==> config.mk <==
export PLATFORM = sky130hd
export DESIGN_NAME = udc_mod_counter
export DESIGN_NICKNAME = d
export VERILOG_FILES = /design/src/rtl/udc_pkg.sv /design/src/rtl/udc_sync_edge.sv /design/src/rtl/udc_mod_counter.sv
export SDC_FILE = /design/constraint.sdc
export NUM_CORES = 1
export LEC_CHECK = 0
export CORE_ASPECT_RATIO = 0.8
export CORE_UTILIZATION = 45
export CTS_CLUSTER_DIAMETER = 40
export CTS_CLUSTER_SIZE = 16
export DETAILED_ROUTE_END_ITERATION = 10
export PLACE_DENSITY = 0.87
export SLEW_MARGIN = 20
export SYNTH_ARGS = -nofsm -noshare
export SYNTH_HDL_FRONTEND = slang
export SYNTH_SLANG_ARGS = --single-unit
==> constraint.sdc <==
create_clock -name clk -period 1.8 [get_ports clk]
set_input_delay 0.45 -clock clk [delete_from_list [all_inputs] [get_ports clk]]
set_output_delay 0.45 -clock clk [all_outputs]
set_load 0.1 [all_outputs]
==> src/rtl/udc_pkg.sv <==
// Shared constants and parameter checks for the up/down modulo counter.
package udc_pkg;

    localparam logic [6:0] SEG_UP    = 7'b0111110;
    localparam logic [6:0] SEG_DOWN  = 7'b1011110;
    localparam logic [6:0] SEG_BLANK = 7'b0000000;

    // Range 0..MODULUS-1 must fit in WIDTH bits and hold at least two values.
    function automatic bit modulus_ok(input int width, input int modulus);
        longint span;
        span = longint'(1) << width;
        return (width >= 1) && (width <= 31) && (modulus >= 2) && (longint'(modulus) <= span);
    endfunction

endpackage

==> src/rtl/udc_sync_edge.sv <==
// Two-flop synchroniser plus history flop for one asynchronous button.
module sync_edge #(
    parameter bit EDGE_MODE = 1'b1
) (
    input  logic clk,
    input  logic reset,
    input  logic btn_i,
    output logic ev_o
);

    logic s1_q, s2_q, s3_q;

    always_ff @(posedge clk or negedge reset) begin
        if (!reset) begin
            s1_q <= 1'b0;
            s2_q <= 1'b0;
            s3_q <= 1'b0;
        end else begin
            s1_q <= btn_i;
            s2_q <= s1_q;
            s3_q <= s2_q;
        end
    end

    // Edge mode gives one request per press; level mode one per held cycle.
    assign ev_o = EDGE_MODE ? (s2_q & ~s3_q) : s2_q;

endmodule

==> src/rtl/udc_mod_counter.sv <==
// Up/down modulo counter with wrap/saturate ends, load/clear and direction glyph.
module udc_mod_counter
    import udc_pkg::*;
#(
    parameter int WIDTH     = 4,
    parameter int MODULUS   = 16,
    parameter bit SATURATE  = 1'b0,
    parameter bit EDGE_MODE = 1'b1
) (
    input  logic             clk,
    input  logic             reset,
    input  logic             up,
    input  logic             down,
    input  logic             clr,
    input  logic             load,
    input  logic [WIDTH-1:0] load_val,
    output logic [WIDTH-1:0] count,
    output logic [6:0]       seg,
    output logic             carry,
    output logic             borrow
);

    generate
        if (!modulus_ok(WIDTH, MODULUS)) begin : g_bad_modulus
            $error("udc_mod_counter: MODULUS must satisfy 2 <= MODULUS <= 2**WIDTH");
        end
    endgenerate

    // One extra bit keeps MODULUS-1 representable when MODULUS = 2**WIDTH.
    localparam logic [WIDTH:0] TERM_C = (WIDTH+1)'(MODULUS - 1);
    localparam logic [WIDTH:0] ONE_C  = {{WIDTH{1'b0}}, 1'b1};

    logic             ev_up, ev_dn;
    logic [WIDTH-1:0] count_q, count_d;
    logic [6:0]       seg_q, seg_d;
    logic             carry_q, carry_d;
    logic             borrow_q, borrow_d;
    logic [WIDTH:0]   count_ext, load_ext, up_sum, dn_diff;

    sync_edge #(.EDGE_MODE(EDGE_MODE)) u_sync_up (
        .clk   (clk),
        .reset (reset),
        .btn_i (up),
        .ev_o  (ev_up)
    );

    sync_edge #(.EDGE_MODE(EDGE_MODE)) u_sync_dn (
        .clk   (clk),
        .reset (reset),
        .btn_i (down),
        .ev_o  (ev_dn)
    );

    always_comb begin
        count_ext = {1'b0, count_q};
        load_ext  = {1'b0, load_val};
        up_sum    = count_ext + ONE_C;
        dn_diff   = count_ext - ONE_C;
        count_d   = count_q;
        seg_d     = EDGE_MODE ? seg_q : SEG_BLANK;
        carry_d   = 1'b0;
        borrow_d  = 1'b0;

        if (clr) begin
            count_d = '0;
            seg_d   = SEG_BLANK;
        end else if (load) begin
            count_d = (load_ext > TERM_C) ? TERM_C[WIDTH-1:0] : load_val;
            seg_d   = SEG_BLANK;
        end else if (ev_up && ev_dn) begin
            count_d = '0;
            seg_d   = SEG_BLANK;
        end else if (ev_up) begin
            seg_d = SEG_UP;
            if (count_ext < TERM_C) begin
                count_d = up_sum[WIDTH-1:0];
            end else begin
                carry_d = 1'b1;
                if (!SATURATE) count_d = '0;
            end
        end else if (ev_dn) begin
            seg_d = SEG_DOWN;
            if (count_ext != '0) begin
                count_d = dn_diff[WIDTH-1:0];
            end else begin
                borrow_d = 1'b1;
                if (!SATURATE) count_d = TERM_C[WIDTH-1:0];
            end
        end
    end

    always_ff @(posedge clk or negedge reset) begin
        if (!reset) begin
            count_q  <= '0;
            seg_q    <= SEG_BLANK;
            carry_q  <= 1'b0;
            borrow_q <= 1'b0;
        end else begin
            count_q  <= count_d;
            seg_q    <= seg_d;
            carry_q  <= carry_d;
            borrow_q <= borrow_d;
        end
    end

    assign count  = count_q;
    assign seg    = seg_q;
    assign carry  = carry_q;
    assign borrow = borrow_q;

endmodule

==> results of run 1 <==
-- cell usage after synthesis --
library cell                 n  area [µm²]
sky130_fd_sc_hd__a32oi_1     1       8.760
sky130_fd_sc_hd__nand2b_1    3       18.77
sky130_fd_sc_hd__xnor2_1     1       8.760
sky130_fd_sc_hd__o21a_1      1       7.510
sky130_fd_sc_hd__a211oi_1    3       22.52
sky130_fd_sc_hd__nor2_1      4       15.01
sky130_fd_sc_hd__inv_1       4       15.01
sky130_fd_sc_hd__buf_4       4       30.03
sky130_fd_sc_hd__ha_1        2       25.02
sky130_fd_sc_hd__nor3_1      6       30.03
sky130_fd_sc_hd__a21oi_1     3       15.01
sky130_fd_sc_hd__nand3_1     2       10.01
sky130_fd_sc_hd__nor4b_1     2       17.52
sky130_fd_sc_hd__o21ai_0     5       25.02
sky130_fd_sc_hd__o31ai_2     1       12.51
sky130_fd_sc_hd__nor3_2      1       10.01
sky130_fd_sc_hd__conb_1      1       3.750
sky130_fd_sc_hd__o31ai_1     2       15.01
sky130_fd_sc_hd__nand2_1     2       7.510
sky130_fd_sc_hd__or3b_1      1       8.760
sky130_fd_sc_hd__and2_1      1       6.260
sky130_fd_sc_hd__dfrtp_1    15       375.4
sky130_fd_sc_hd__buf_6       1       11.26
sky130_fd_sc_hd__a311oi_1    1       8.760
sky130_fd_sc_hd__or4_1       1       7.510
sky130_fd_sc_hd__clkbuf_1    2       7.510
sky130_fd_sc_hd__or2_2       1       6.260
sky130_fd_sc_hd__or2b_1      1       7.510
sky130_fd_sc_hd__buf_2       1       5.000
sky130_fd_sc_hd__nor2b_1     2       12.51
sky130_fd_sc_hd__o2bb2ai_1   1       8.760
sky130_fd_sc_hd__nor4_1      2       12.51
-- worst min path at each step --
stage | from | end | depth (start not counted)
floorplan | reset | borrow | 0
global placement | u_sync_dn.s1_q | u_sync_dn.s2_q | 0
detailed placement | u_sync_dn.s1_q | u_sync_dn.s2_q | 0
CTS | u_sync_dn.s1_q | u_sync_dn.s2_q | 0
global route | u_sync_dn.s1_q | u_sync_dn.s2_q | 0
finish | u_sync_dn.s1_q | u_sync_dn.s2_q | 0
-- layer usage --
layer	vias to the layer above	wire (µm)	GRT usage, %
met2	46	841	35.21
met4	0	57	19.85
met1	321	687	22.74
met3	6	183	8.627
li1	324	-	-
met5	-	0	0
-- final cells by class --
type / count / area [µm²] / area share (%)
repair buffers: 29 / 390.4 / 33.12
flip-flops and latches: 15 / 384.1 / 32.59
multi-input cells: 51 / 335.3 / 28.45
well taps: 22 / 27.53 / 2.335
clock buffers: 4 / 26.28 / 2.229
inverters: 4 / 15.01 / 1.274
-- kinds of logic after synthesis --
logic type | synth area share (%)
XOR/XNOR | 1.129
flip-flops | 48.39
AO/OA/AOI/OAI | 15.97
buffers and inverters | 8.870
AND/OR/NAND/NOR | 21.94
adder cells (fa/ha/maj) | 3.225
other | 0.4834
-- metrics by stage --
step           total power [µW]  setup WS, ns   TNS [ns]
6_report                  929.8       0.06008          0
5_1_grt                   973.6      0.003316          0
4_1_cts                   934.1       0.09163          0
3_5_place_dp              744.7       -0.1761    -0.4572
3_3_place_gp              735.5     -0.007294   -0.01205
2_1_floorplan             606.9     -0.006262  -0.006262
-- sequential cells by signal, indices dropped and copies added, names as in the netlist --
name,cells
borrow,1
carry,1
count,4
seg,3
u_sync_dn.s1_q,1
u_sync_dn.s2_q,1
u_sync_dn.s3_q,1
u_sync_up.s1_q,1
u_sync_up.s2_q,1
u_sync_up.s3_q,1
-- power breakdown --
| group | internal, µW | leakage (µW) | total, µW | switching [µW] |
|---|---|---|---|---|
| registers | 360 | 0.000183 | 385 | 25.0 |
| logic | 138 | 0.000287 | 359 | 221 |
| clock network | 86.2 | 0.0000150 | 186 | 99.8 |
==> impl_metrics.xml, run 1 <==
<?xml version="1.0" encoding="UTF-8"?>
<metrics>
  <group name="yosys">
    <metric name="syn-mean-instance-area" unit="µm²">9.945</metric>
    <metric name="mappedNetlistArea" unit="µm²">775.7</metric>
    <metric name="ys_warn_count" unit="">0</metric>
    <metric name="synth.lib_cells_used.distinct" unit="">32</metric>
    <metric name="syn-instance-count" unit="">78</metric>
    <metric name="synth_fp_nets" unit="">90</metric>
    <metric name="ys_seq_elements" unit="">15</metric>
    <metric name="synth_seq_area_share" unit="%">48.39</metric>
  </group>
  <group name="timing">
    <metric name="hold_ws" unit="ns">0.3526</metric>
    <metric name="final-setup-viol-count" unit="">0</metric>
    <metric name="timing.final.hold_violations" unit="">0</metric>
    <metric name="layout_min_cycle_time" unit="ns">1.740</metric>
    <metric name="fin_crit_sh" unit="%">96.66</metric>
    <metric name="timing_worst_slew_pin_value" unit="ns">0.5330</metric>
    <metric name="finClkSkew" unit="ns">0.008319</metric>
    <metric name="maxSlewHeadroom" unit="%">64.39</metric>
    <metric name="rsz0062_at_grt" unit="">no</metric>
    <metric name="timing_max_transition_violations_final" unit="">0</metric>
    <metric name="maxClockFrequency" unit="MHz">574.7</metric>
  </group>
  <group name="setup_path">
    <metric name="critical_path.startpoint" unit="">count[0]</metric>
    <metric name="crit-reg2reg-launch" unit="">count[0]</metric>
    <metric name="reg2reg_to" unit="">count[0]</metric>
    <metric name="cpPeakStageDelay" unit="ns">0.48</metric>
    <metric name="path_buf_inv" unit="">1</metric>
    <metric name="timing.critical_path.slowest_stage_cell" unit="">sky130_fd_sc_hd__dfrtp_4</metric>
    <metric name="data_required_time_of_the_critical_path" unit="ns">1.99</metric>
    <metric name="worstSetupEndpointType" unit="">register</metric>
    <metric name="timing.setup.critical_path_class" unit="">register to register</metric>
    <metric name="path_depth" unit="">6</metric>
    <metric name="r2r_setup_slack" unit="ns">0.06</metric>
    <metric name="cp-endpoint" unit="">count[0]</metric>
    <metric name="worstPathCellList" unit="">inv_1, ha_1, or3b_1, o21ai_2, a21oi_1, o2bb2ai_1</metric>
    <metric name="worst_setup_path_start_kind" unit="">register</metric>
    <metric name="cp_max_fo" unit="">3</metric>
    <metric name="crit_family" unit="">compound AO/OA/AOI/OAI gates</metric>
    <metric name="ff_to_ff_path_depth" unit="">6</metric>
    <metric name="worst-endpoint-arrival" unit="ns">1.93</metric>
  </group>
  <group name="place">
    <metric name="postPlaceCellArea" unit="µm²">1149</metric>
    <metric name="finalWeightedCongestion" unit="">0.8188</metric>
    <metric name="dp.final_hpwl" unit="µm">1344</metric>
    <metric name="placed_cells" unit="">121</metric>
    <metric name="portBuffers" unit="">21</metric>
  </group>
  <group name="cts">
    <metric name="clock_tree_from_tritoncts" unit="">done</metric>
    <metric name="cts_buffer_depth" unit="">2</metric>
    <metric name="number_of_cts_inserted_buffers" unit="">3</metric>
    <metric name="hold_fix_buffers_cts" unit="">0</metric>
    <metric name="ctsRootBufferMaster" unit="">sky130_fd_sc_hd__clkbuf_4</metric>
    <metric name="clk_pin_slew" unit="ns">0.07</metric>
    <metric name="clock_insertion_delay_worst_skew" unit="ns">0.29</metric>
    <metric name="postCtsSetupRepairBufs" unit="">0</metric>
    <metric name="cts_repair_resize_count" unit="">0</metric>
    <metric name="tritoncts_num_sinks" unit="">15</metric>
    <metric name="clock_tree.htree_level_count" unit="">1</metric>
  </group>
  <group name="power_and_ir_drop">
    <metric name="power.density_cell_area" unit="nW/µm²">788.8</metric>
    <metric name="static-leakage-power" unit="µW">0.0004853</metric>
    <metric name="ir_drop" unit="mV">0.5397</metric>
  </group>
  <group name="die">
    <metric name="num_ports" unit="">23</metric>
    <metric name="std_cell_rows" unit="">13</metric>
    <metric name="die_width" unit="µm">48.42</metric>
    <metric name="die_height" unit="µm">39.14</metric>
    <metric name="placeable_core_region" unit="µm²">1627</metric>
    <metric name="floorplan.initialDensity" unit="%">47.69</metric>
    <metric name="die_area" unit="µm²">1895</metric>
  </group>
  <group name="routing">
    <metric name="via_per_inst" unit="">5.576</metric>
    <metric name="drt-initial-drc-count" unit="">23</metric>
    <metric name="wl_per_cell" unit="µm">14.17</metric>
    <metric name="route.antenna.remaining_nets" unit="">0</metric>
    <metric name="total_length_of_routed_wires" unit="µm">1771</metric>
    <metric name="drcViolationCount" unit="">0</metric>
    <metric name="drt_pre_antenna_iters" unit="">4</metric>
    <metric name="num_vias" unit="">697</metric>
  </group>
  <group name="grt">
    <metric name="grt_antenna_before_repair" unit="">0</metric>
    <metric name="grt_max_degree" unit="">16</metric>
    <metric name="groute.usage.overall" unit="%">21.72</metric>
    <metric name="grt_pass1_vias" unit="">624</metric>
    <metric name="gr-total-overflow" unit="">0</metric>
    <metric name="global_route_wire_length_before_repair" unit="µm">2746</metric>
  </group>
  <group name="min_path">
    <metric name="worstHoldPathType" unit="">register to register</metric>
  </group>
  <group name="cells_and_area">
    <metric name="commonest_cells_after_routing_fill_and_taps_aside" unit="">12 x sky130_fd_sc_hd__buf_12, 10 x sky130_fd_sc_hd__dfrtp_1, 9 x sky130_fd_sc_hd__clkdlybuf4s50_1</metric>
    <metric name="n_fill_cell" unit="">113</metric>
    <metric name="nNetsFinal" unit="">116</metric>
    <metric name="layout_utilization" unit="%">72.46</metric>
    <metric name="diodes" unit="">0</metric>
    <metric name="layout.cells.most_common" unit="">sky130_fd_sc_hd__buf_12</metric>
    <metric name="drive_above_1_share" unit="%">31.07</metric>
    <metric name="design_area" unit="µm²">1179</metric>
    <metric name="fin_cells" unit="">125</metric>
    <metric name="area_delta_synth_final" unit="%">51.94</metric>
  </group>
  <group name="status">
    <metric name="run_status" unit="">finished, final reports clean</metric>
  </group>
  <group name="flow_run">
    <metric name="cap_violations" unit="">0</metric>
  </group>
</metrics>
Power figures use the tool's default switching activity.
==> run 2: changes to the inputs <==
--- a/config.mk
+++ b/config.mk
@@ -15,3 +15,4 @@
 export SYNTH_ARGS = -nofsm -noshare
 export SYNTH_HDL_FRONTEND = slang
 export SYNTH_SLANG_ARGS = --single-unit
+export TNS_END_PERCENT = 100
==> results of run 2 <==
Final layout, timing and power as in run 1 (identical DEF).
==> run 3: changes to the inputs <==
--- a/config.mk
+++ b/config.mk
@@ -10,6 +10,7 @@
 export CTS_CLUSTER_DIAMETER = 40
 export CTS_CLUSTER_SIZE = 16
 export DETAILED_ROUTE_END_ITERATION = 10
+export GPL_TIMING_DRIVEN = 0
 export PLACE_DENSITY = 0.87
 export SLEW_MARGIN = 20
 export SYNTH_ARGS = -nofsm -noshare
==> impl_metrics.xml, run 3 (synthesized netlist as in run 1, its figures left out) <==
<?xml version="1.0" encoding="UTF-8"?>
<metrics>
  <group name="status">
    <metric name="run_status" unit="">finished, final reports clean</metric>
  </group>
  <group name="cells_and_area">
    <metric name="fin_cells" unit="">124</metric>
    <metric name="multiInputGateArea" unit="µm²">354.1</metric>
    <metric name="design_area" unit="µm²">1064</metric>
    <metric name="area_delta_synth_final" unit="%">37.10</metric>
    <metric name="layout.cells.most_common" unit="">sky130_fd_sc_hd__dfrtp_1</metric>
    <metric name="n_fill_cell" unit="">124</metric>
    <metric name="nNetsFinal" unit="">115</metric>
    <metric name="commonest_cells_after_routing_fill_and_taps_aside" unit="">10 x sky130_fd_sc_hd__dfrtp_1, 9 x sky130_fd_sc_hd__clkdlybuf4s50_1, 9 x sky130_fd_sc_hd__clkdlybuf4s15_2</metric>
    <metric name="seqCellArea" unit="µm²">384.1</metric>
    <metric name="diodes" unit="">0</metric>
    <metric name="largest_register_ffs" unit="">4</metric>
    <metric name="drive_above_1_share" unit="%">31.37</metric>
    <metric name="layout_utilization" unit="%">65.38</metric>
  </group>
  <group name="die">
    <metric name="std_cell_rows" unit="">13</metric>
    <metric name="placeable_core_region" unit="µm²">1627</metric>
    <metric name="die_width" unit="µm">48.42</metric>
    <metric name="num_ports" unit="">23</metric>
    <metric name="floorplan.initialDensity" unit="%">47.69</metric>
    <metric name="die_height" unit="µm">39.14</metric>
    <metric name="die_area" unit="µm²">1895</metric>
  </group>
  <group name="setup_path">
    <metric name="cpPeakStageDelay" unit="ns">0.56</metric>
    <metric name="worstSetupEndpointType" unit="">output port</metric>
    <metric name="cp_max_fo" unit="">7</metric>
    <metric name="crit_family" unit="">buffers and inverters</metric>
    <metric name="data_required_time_of_the_critical_path" unit="ns">1.35</metric>
    <metric name="worstPathCellList" unit="">clkdlybuf4s15_2</metric>
    <metric name="path_buf_inv" unit="">1</metric>
    <metric name="timing.critical_path.slowest_stage_cell" unit="">sky130_fd_sc_hd__clkdlybuf4s15_2</metric>
    <metric name="worst-endpoint-arrival" unit="ns">1.29</metric>
    <metric name="worst_setup_path_start_kind" unit="">register</metric>
    <metric name="timing.setup.critical_path_class" unit="">register to output port</metric>
  </group>
  <group name="cts">
    <metric name="clock_insertion_delay_worst_skew" unit="ns">0.28</metric>
    <metric name="postCtsSetupRepairBufs" unit="">0</metric>
    <metric name="hold_fix_buffers_cts" unit="">0</metric>
    <metric name="number_of_cts_inserted_buffers" unit="">3</metric>
    <metric name="clock_tree_from_tritoncts" unit="">done</metric>
    <metric name="clk_pin_slew" unit="ns">0.07</metric>
    <metric name="tritoncts_num_sinks" unit="">15</metric>
    <metric name="ctsRootBufferMaster" unit="">sky130_fd_sc_hd__clkbuf_4</metric>
    <metric name="cts_buffer_depth" unit="">2</metric>
    <metric name="clock_tree.htree_level_count" unit="">1</metric>
  </group>
  <group name="routing">
    <metric name="met2_length" unit="µm">687</metric>
    <metric name="via_per_inst" unit="">5.363</metric>
    <metric name="wl_met3" unit="µm">122</metric>
    <metric name="route.antenna.remaining_nets" unit="">0</metric>
    <metric name="drt-initial-drc-count" unit="">15</metric>
    <metric name="num_vias" unit="">665</metric>
    <metric name="drcViolationCount" unit="">0</metric>
    <metric name="m1WireLength" unit="µm">682</metric>
    <metric name="topRoutingLayerUsed" unit="">met4</metric>
    <metric name="drt_pre_antenna_iters" unit="">4</metric>
    <metric name="total_length_of_routed_wires" unit="µm">1525</metric>
    <metric name="wl_per_cell" unit="µm">12.30</metric>
  </group>
  <group name="timing">
    <metric name="layout_min_cycle_time" unit="ns">1.744</metric>
    <metric name="fin_crit_sh" unit="%">96.87</metric>
    <metric name="finClkSkew" unit="ns">0.005509</metric>
    <metric name="timing_max_transition_violations_final" unit="">0</metric>
    <metric name="maxClockFrequency" unit="MHz">573.5</metric>
    <metric name="maxSlewHeadroom" unit="%">59.22</metric>
    <metric name="timing_worst_slew_pin_value" unit="ns">0.6097</metric>
    <metric name="final-setup-viol-count" unit="">0</metric>
    <metric name="timing.final.hold_violations" unit="">0</metric>
    <metric name="setup_tns" unit="ns">0</metric>
  </group>
  <group name="place">
    <metric name="portBuffers" unit="">21</metric>
    <metric name="postPlaceCellArea" unit="µm²">1022</metric>
    <metric name="dp.final_hpwl" unit="µm">1100</metric>
    <metric name="placed_cells" unit="">121</metric>
    <metric name="finalWeightedCongestion" unit="">0.8174</metric>
  </group>
  <group name="power_and_ir_drop">
    <metric name="internal-power" unit="µW">542.7</metric>
    <metric name="static-leakage-power" unit="µW">0.0004305</metric>
    <metric name="power_switching" unit="µW">329.5</metric>
    <metric name="netSwitchingFraction" unit="%">37.78</metric>
    <metric name="ir_drop" unit="mV">0.4874</metric>
    <metric name="comb_power_share" unit="%">35.3</metric>
    <metric name="power.density_cell_area" unit="nW/µm²">820.1</metric>
    <metric name="seqPwrFrac" unit="%">44.0</metric>
    <metric name="clock_power_share" unit="%">20.8</metric>
  </group>
  <group name="grt">
    <metric name="groute.usage.overall" unit="%">18.69</metric>
    <metric name="gr-total-overflow" unit="">0</metric>
    <metric name="global_route_wire_length_before_repair" unit="µm">2553</metric>
    <metric name="grt_antenna_before_repair" unit="">0</metric>
    <metric name="grt_max_degree" unit="">16</metric>
    <metric name="grt_pass1_vias" unit="">582</metric>
  </group>
  <group name="min_path">
    <metric name="worstHoldPathType" unit="">register to register</metric>
  </group>
  <group name="flow_run">
    <metric name="cap_violations" unit="">0</metric>
  </group>
</metrics>
## run 3: cell types whose count changed in the layout (fill, tap and decap cells not counted), sizes merged
| cell | change |
|---|---|
| buf | -11 |
| clkdlybuf4s15 | +9 |
| clkbuf | +1 |
## run 3: worst paths after layout
kind / startpoint / end / slack (ns) / depth (start not counted)
setup / recovery: count[0] / count[0] / 0.06 / 1
hold / removal: u_sync_dn.s1_q / u_sync_dn.s2_q / 0.35 / 0
setup reg to reg: count[0] / count[3] / 0.06 / 6
hold reg to reg: u_sync_dn.s1_q / u_sync_dn.s2_q / 0.35 / 0
max in group asynchronous: reset / count[0] / 0.79 / 1
min in group asynchronous: reset / carry / 0.55 / 1
## run 3: layout make-up
cell class                      count  area share, %
Inverter                            4          1.412
Clock buffer                        4          2.471
Buffer                              7          4.706
Sequential cell                    15          36.12
Multi-Input combinational cell     51          33.29
Timing Repair Buffer               21          19.41
Tap cell                           22          2.588
## run 3: metrics by stage
step,hold slack [ns],power (µW),worst slack [ns]
after CTS,0.3565,866.0,0.01533
after global placement,0.3342,684.3,-0.2869
final,0.3521,872.2,0.05630
after floorplan,0.1544,606.9,-0.006262
after global routing,0.3602,920.4,-0.01375
after detailed placement,0.3387,688.7,-0.3213
## run 3: power by group through the flow
| stage | sequential (µW) | combinational, µW | clock (µW) |
|---|---|---|---|
| 2_1_floorplan | 481 | 126 | 0 |
| 4_1_cts | 383 | 297 | 186 |
| 6_report | 383 | 308 | 181 |
| 3_5_place_dp | 390 | 299 | 0 |
| 5_1_grt | 387 | 326 | 207 |
| 3_3_place_gp | 388 | 296 | 0 |
## run 3: per-layer routing
metal  track usage, %  vias up
li1                 -      325
met1            24.26      303
met2            28.52       33
met3            5.882        4
met4            9.559        0
met5                0        -
## run 3: worst reg2reg max path, cell delays in order, from the launching register on
cell,delay (ns)
sky130_fd_sc_hd__dfrtp_4,0.51
sky130_fd_sc_hd__inv_1,0.10
sky130_fd_sc_hd__ha_2,0.19
sky130_fd_sc_hd__or3b_4,0.40
sky130_fd_sc_hd__o21ai_4,0.16
sky130_fd_sc_hd__a311oi_1,0.08
sky130_fd_sc_hd__o31ai_2,0.20
## run 3: what timing repair did
action | in CTS | in global routing
pin swaps | 0 | 2
endpoints found under the setup margin | 13 | 6
gates resized for setup | 37 | 10
